File: src/rtl/ws2812_pkg.sv
// rtl/ws2812_pkg.sv - shared encodings and constants for the WS2812B frame path
package ws2812_pkg;
  localparam logic [1:0] GEN_ZERO = 2'b10;
  localparam logic [1:0] GEN_ONE  = 2'b11;
  localparam logic [1:0] GEN_RET  = 2'b00;
  localparam logic [1:0] GEN_NONE = 2'b01;

  localparam int BITS_PER_LED = 24;
  localparam int BIT_CYCLES   = 121;

  typedef enum logic [2:0] {
    S_IDLE,
    S_FETCH,
    S_LOAD,
    S_SEND,
    S_GAP,
    S_LATCH
  } state_t;

  function automatic logic [1:0] bit_mode(input logic b);
    return b ? GEN_ONE : GEN_ZERO;
  endfunction
endpackage

File: src/rtl/ws2812_latch_timer.sv
// rtl/ws2812_latch_timer.sv - loadable down-counter with a done pulse on its final count
module ws2812_latch_timer #(
  parameter int LAT_W = 13
) (
  input  logic             clk,
  input  logic             reset,
  input  logic             load,
  input  logic [LAT_W-1:0] load_val,
  output logic             done
);
  logic [LAT_W-1:0] cnt_q, cnt_d;

  always_comb begin
    cnt_d = cnt_q;
    if (load) begin
      cnt_d = load_val;
    end else if (cnt_q != '0) begin
      cnt_d = cnt_q - 1'b1;
    end
  end

  always_ff @(posedge clk) begin
    if (reset) cnt_q <= '0;
    else       cnt_q <= cnt_d;
  end

  // A load of N gives N counting cycles; done marks the last of them.
  assign done = (cnt_q == LAT_W'(1));
endmodule

File: src/rtl/ws2812_frame_ctrl.sv
// rtl/ws2812_frame_ctrl.sv - fetches GRB pixels, serialises them MSB-first to the bit
// generator and closes each frame with a timed latch low.
module ws2812_frame_ctrl
  import ws2812_pkg::*;
#(
  parameter int ADDR_W       = 8,
  parameter int RESET_CYCLES = 6000,
  parameter int LAT_W        = 13
) (
  input  logic              clk,
  input  logic              reset,
  input  logic              start,
  input  logic [ADDR_W-1:0] num_leds,
  output logic              pix_rd,
  output logic [ADDR_W-1:0] pix_addr,
  input  logic [23:0]       pix_data,
  output logic [1:0]        genMode,
  output logic              doGen,
  input  logic              genDone,
  output logic              busy,
  output logic              frame_done
);
  state_t            state_q, state_d;
  logic [ADDR_W-1:0] last_q, last_d, cur_q, cur_d, pix_addr_q, pix_addr_d;
  logic [ADDR_W-1:0] cur_nxt;
  logic [23:0]       shift_q, shift_d, next_q, next_d;
  logic [4:0]        bit_idx_q, bit_idx_d;
  logic [1:0]        gen_mode_q, gen_mode_d;
  logic              pix_rd_q, pix_rd_d, cap_q, cap_d, do_gen_q, do_gen_d;
  logic              busy_q, busy_d, frame_done_q, frame_done_d;
  logic              tmr_load, tmr_done;

  assign cur_nxt = cur_q + 1'b1;

  ws2812_latch_timer #(.LAT_W(LAT_W)) u_latch_timer (
    .clk      (clk),
    .reset    (reset),
    .load     (tmr_load),
    .load_val (LAT_W'(RESET_CYCLES)),
    .done     (tmr_done)
  );

  always_comb begin
    state_d      = state_q;
    last_d       = last_q;
    cur_d        = cur_q;
    pix_addr_d   = pix_addr_q;
    shift_d      = shift_q;
    next_d       = next_q;
    bit_idx_d    = bit_idx_q;
    gen_mode_d   = gen_mode_q;
    do_gen_d     = do_gen_q;
    busy_d       = busy_q;
    pix_rd_d     = 1'b0;
    frame_done_d = 1'b0;
    tmr_load     = 1'b0;
    // Prefetched word arrives the cycle after its read strobe.
    cap_d        = pix_rd_q && (state_q == S_SEND);
    if (cap_q) next_d = pix_data;

    case (state_q)
      S_IDLE: begin
        if (start) begin
          if (num_leds != '0) begin
            last_d     = num_leds - 1'b1;
            cur_d      = '0;
            busy_d     = 1'b1;
            pix_rd_d   = 1'b1;
            pix_addr_d = '0;
            state_d    = S_FETCH;
          end else begin
            frame_done_d = 1'b1;
          end
        end
      end
      S_FETCH: state_d = S_LOAD;
      S_LOAD: begin
        shift_d    = pix_data;
        bit_idx_d  = 5'(BITS_PER_LED - 1);
        gen_mode_d = bit_mode(pix_data[23]);
        do_gen_d   = 1'b1;
        if (cur_q != last_q) begin
          pix_rd_d   = 1'b1;
          pix_addr_d = cur_nxt;
        end
        state_d = S_SEND;
      end
      S_SEND: begin
        if (genDone) begin
          do_gen_d = 1'b0;
          state_d  = S_GAP;
        end
      end
      S_GAP: begin
        if (bit_idx_q == '0) begin
          if (cur_q == last_q) begin
            gen_mode_d = GEN_RET;
            tmr_load   = 1'b1;
            state_d    = S_LATCH;
          end else begin
            cur_d      = cur_nxt;
            shift_d    = next_q;
            bit_idx_d  = 5'(BITS_PER_LED - 1);
            gen_mode_d = bit_mode(next_q[23]);
            do_gen_d   = 1'b1;
            if (cur_nxt != last_q) begin
              pix_rd_d   = 1'b1;
              pix_addr_d = cur_nxt + 1'b1;
            end
            state_d = S_SEND;
          end
        end else begin
          shift_d    = shift_q << 1;
          bit_idx_d  = bit_idx_q - 1'b1;
          gen_mode_d = bit_mode(shift_q[22]);
          do_gen_d   = 1'b1;
          state_d    = S_SEND;
        end
      end
      S_LATCH: begin
        if (tmr_done) begin
          frame_done_d = 1'b1;
          busy_d       = 1'b0;
          gen_mode_d   = GEN_NONE;
          state_d      = S_IDLE;
        end
      end
      default: state_d = S_IDLE;
    endcase
  end

  always_ff @(posedge clk) begin
    if (reset) begin
      state_q      <= S_IDLE;
      last_q       <= '0;
      cur_q        <= '0;
      pix_addr_q   <= '0;
      shift_q      <= '0;
      next_q       <= '0;
      bit_idx_q    <= '0;
      gen_mode_q   <= GEN_NONE;
      do_gen_q     <= 1'b0;
      busy_q       <= 1'b0;
      pix_rd_q     <= 1'b0;
      cap_q        <= 1'b0;
      frame_done_q <= 1'b0;
    end else begin
      state_q      <= state_d;
      last_q       <= last_d;
      cur_q        <= cur_d;
      pix_addr_q   <= pix_addr_d;
      shift_q      <= shift_d;
      next_q       <= next_d;
      bit_idx_q    <= bit_idx_d;
      gen_mode_q   <= gen_mode_d;
      do_gen_q     <= do_gen_d;
      busy_q       <= busy_d;
      pix_rd_q     <= pix_rd_d;
      cap_q        <= cap_d;
      frame_done_q <= frame_done_d;
    end
  end

  assign pix_rd     = pix_rd_q;
  assign pix_addr   = pix_addr_q;
  assign genMode    = gen_mode_q;
  assign doGen      = do_gen_q;
  assign busy       = busy_q;
  assign frame_done = frame_done_q;
endmodule

File: config.mk
export PLATFORM = sky130hd
export DESIGN_NAME = ws2812_frame_ctrl
export DESIGN_NICKNAME = d
export VERILOG_FILES = /design/src/rtl/ws2812_pkg.sv /design/src/rtl/ws2812_latch_timer.sv /design/src/rtl/ws2812_frame_ctrl.sv
export SDC_FILE = /design/constraint.sdc
export NUM_CORES = 1
export LEC_CHECK = 0
export BUFFER_PORTS_ARGS = -buffer_cell sky130_fd_sc_hd__buf_2
export CAP_MARGIN = 20
export CORE_ASPECT_RATIO = 0.9
export CORE_MARGIN = 5
export CORE_UTILIZATION = 59
export CTS_CLUSTER_SIZE = 25
export DETAILED_ROUTE_END_ITERATION = 8
export PLACE_DENSITY_LB_ADDON = 0.1
export SLEW_MARGIN = 20
export SYNTH_ARGS = -nofsm -noshare
export SYNTH_HDL_FRONTEND = slang
export SYNTH_SLANG_ARGS = --single-unit
File: constraint.sdc
create_clock -name clk -period 2.67 [get_ports clk]
set_clock_uncertainty 0.1 [all_clocks]
set_input_delay 0.1335 -clock clk [delete_from_list [all_inputs] [get_ports clk]]
set_output_delay 0.1335 -clock clk [all_outputs]
set_load 0.01 [all_outputs]
==> results.yml <==
run_status:
  outcome: "finished clean"
setup_path:
  critPathTopFamily: "simple AND/OR/NAND/NOR gates"
  cp_cell_sequence: "ha_1 -> nand3_2 -> or3_1 -> and3_1 -> o2111ai_1 -> buf_4 -> nand2_1 -> nor4b_1"
  path_class: "reg -> reg"
  cp-end-kind: "flop"
  worst_ep_arrival_time_ps: 2630
  crit_buf_inv: 1
  cp_data_required_time_ps: 2830
  cpPeakStageDelay_ps: 420
  start_kind: "flop"
  cp_slowest_cell: "dfxtp_1"
  crit_fanout: 12
power:
  p_leak_nw: 2.26
  comb_power_share: 0.263
  switching_share: 0.318
  p_sw_mw: 1.19
  ir_drop_mv: 0.517
  pwr_density_cell_mw_per_mm2: 613
  p_int_mw: 2.56
  p_seq_frac: 0.458
  p_clk_frac: 0.279
clocking:
  numClockSinks: 99
  cts-htree-levels: 3
  insertion_delay_ps: 370
  cts-root-buf: "clkbuf_8"
  cts_tree: "done"
  postCtsSetupBuffers: 0
  clk_pin_slew_ps: 100
  cts_made_buffers: 9
  clock_path_buffers: 2
synthesis:
  synth_most_common_cell: "dfxtp_1"
  yosys.area.top_type: "dfxtp_1"
  synth_common_cells: "99 x dfxtp_1, 97 x nor2_1, 71 x nand2_1, 48 x a21oi_1, 36 x mux2i_1"
  ys_ff_latch: 99
  yosysSeqAreaShare: 0.382
  synthTopCellsByArea: "dfxtp_1 38%, nor2_1 7.0%, mux2i_1 6.9%"
  async_reset_ff_frac: 0
  syn-cell-area_mm2: 0.00519
  synth_top_area_share: 0.382
  avgSynthCellArea_um2: 8.27
  synth.distinct_cells: 66
  yosys_warnings: 0
  synth-main-ff-cell: "dfxtp_1"
  syn_inst: 628
  syn-num-nets: 670
  synth_edf_count: 0
min_path:
  hold_path.class: "in -> reg"
die:
  io_pins: 50
  start_util: 0.606
  chipHeight_um: 99.0
  fp.coreArea_mm2: 0.00857
  fp.dieArea_mm2: 0.0108
  die_w_um: 109
  rows: 32
detailed_routing:
  drtIter0Drc: 300
  via_per_inst: 5.89
  wl_per_cell_um: 15.7
  post-route-drc-count: 0
  drt-total-wl_um: 12900
  first_pass_iters: 6
  vias: 4844
  postRouteAntennaNets: 0
sta:
  maxSlewViolCount: 0
  period_share: 0.925
  slew_headroom: 0.646
  worstMarginPinSlew_ps: 527
  fmax_mhz: 405
  layout_min_cycle_time_ps: 2470
  fin_setup_tns_ps: 0
  setup_viol: 0
  finalHoldViolations: 0
  rsz0062_at_grt: "false"
grt:
  overflow: 0
  grt_pass1_wl_um: 21500
  grtUsageTotal: 0.245
  grt_pass1_vias: 4550
  antenna_found_initial: 0
  grt_max_degree: 88
layout:
  final_area_mm2: 0.00612
  area_growth_pct: 17.9
  fin_nets: 740
  multi_input_area_mm2: 0.00298
  nFillCells: 676
  layout.area.seq_mm2: 0.00198
  diodes: 0
  drive_gt1_frac: 0.152
  layout.cells.non_filler: 822
run:
  max_cap_violations: 0
place:
  place_area_mm2: 0.00560
  gp_congestion: 0.934
  dp_hpwl_um: 8480
  dpl.cell_count: 776
  io_buffers: 49
[stage by stage]
stage / utilization / hold WS (ps) / setup slack, ps / total power, mW
floorplan: - / 129 / 307 / 2.45
global placement: 0.654 / 255 / 344 / 2.66
detailed placement: 0.654 / 257 / 245 / 2.70
CTS: 0.715 / 9.49 / 105 / 3.77
global route: 0.715 / 18.5 / 60.3 / 3.98
finish: 0.715 / 17.2 / 201 / 3.76
[cell families after synthesis]
logic type / count (synthesis) / share of synthesized area
XOR/XNOR: 34 / 0.0600
buffers and inverters: 56 / 0.0463
flip-flops: 99 / 0.382
AND/OR/NAND/NOR: 251 / 0.232
multiplexers: 36 / 0.0694
AO/OA/AOI/OAI: 146 / 0.197
adder cells (fa/ha/maj): 6 / 0.0145
[tightest hold or removal path: cells and delay by family]
kind	cells	cell delay, ps
buffers and inverters	1	140
XOR/XNOR	1	120
AO/OA/AOI/OAI	1	60
[cell type report]
type,instances,share of cell area
Clock buffer,12,0.0270
Clock inverter,4,0.00899
Inverter,12,0.00735
Multi-Input combinational cell,473,0.486
Sequential cell,99,0.324
Tap cell,119,0.0243
Timing Repair Buffer,103,0.123
[registers in the layout (all words and copies together), names as in the netlist]
signal / cells
bit_idx_q: 5
doGen: 1
pix_addr: 8
cur_q: 8
shift_q: 23
cap_q: 1
next_q: 24
last_q: 8
genMode: 2
busy: 1
frame_done: 1
u_latch_timer.cnt_q: 13
state_q: 3
pix_rd: 1
[routing by layer]
metal	GRT usage	vias to the layer above	share of wire
met3	0.0648	13	0.065
met5	0	-	0
met4	0.0583	0	0.0093
met2	0.393	159	0.47
met1	0.328	2300	0.45
li1	-	2372	-
[worst paths after layout]
check | from | end | slack, ps | depth (start not counted)
worst min-delay path | num_leds[6] | last_q[6] | 20 | 3
worst max register to register | cur_q[0] | pix_rd | 200 | 8
worst max-delay path | cur_q[0] | pix_rd | 200 | 8
worst min register to register | shift_q[12] | shift_q[12] | 360 | 2
[power by group through the flow]
stage               Clock (mW)  Combinational (mW)  Sequential [mW]
finish                    1.05               0.987             1.72
global route              1.14                1.09             1.74
CTS                       1.07               0.983             1.72
detailed placement           0               0.944             1.75
global placement             0               0.918             1.74
floorplan                    0               0.716             1.73
[cell usage in the layout, fill, tap and decap left out, types with 3 or more instances in the layout]
| cell | count |
|---|---|
| nand4_1 | 5 |
| mux2i_1 | 36 |
| ha_1 | 6 |
| a211oi_1 | 7 |
| o2111ai_1 | 4 |
| o21ai_0 | 22 |
| a31oi_1 | 6 |
| o22ai_1 | 11 |
| nand4b_1 | 3 |
| buf_2 | 49 |
| clkbuf_8 | 12 |
| nor4_1 | 4 |
| xnor2_1 | 18 |
| nand2_1 | 71 |
| dlygate4sd3_1 | 30 |
| or4_1 | 4 |
| nand2b_1 | 7 |
| buf_4 | 22 |
| nand3_1 | 12 |
| a311oi_1 | 5 |
| a311o_1 | 13 |
| inv_1 | 12 |
| nor2b_1 | 4 |
| dfxtp_1 | 99 |
| nor3_1 | 18 |
| and3_1 | 5 |
| xor2_1 | 15 |
| o21ai_1 | 4 |
| a21oi_1 | 48 |
| nor2_1 | 97 |
| a311oi_2 | 4 |
[what timing repair did]
action / 4_1_cts / 5_1_grt
endpoints found under the hold margin: 33 / 0
endpoints found under the setup margin: 0 / 5
gates resized for setup: 0 / 1
hold buffers: 30 / 0
Power figures use the tool's default switching activity.
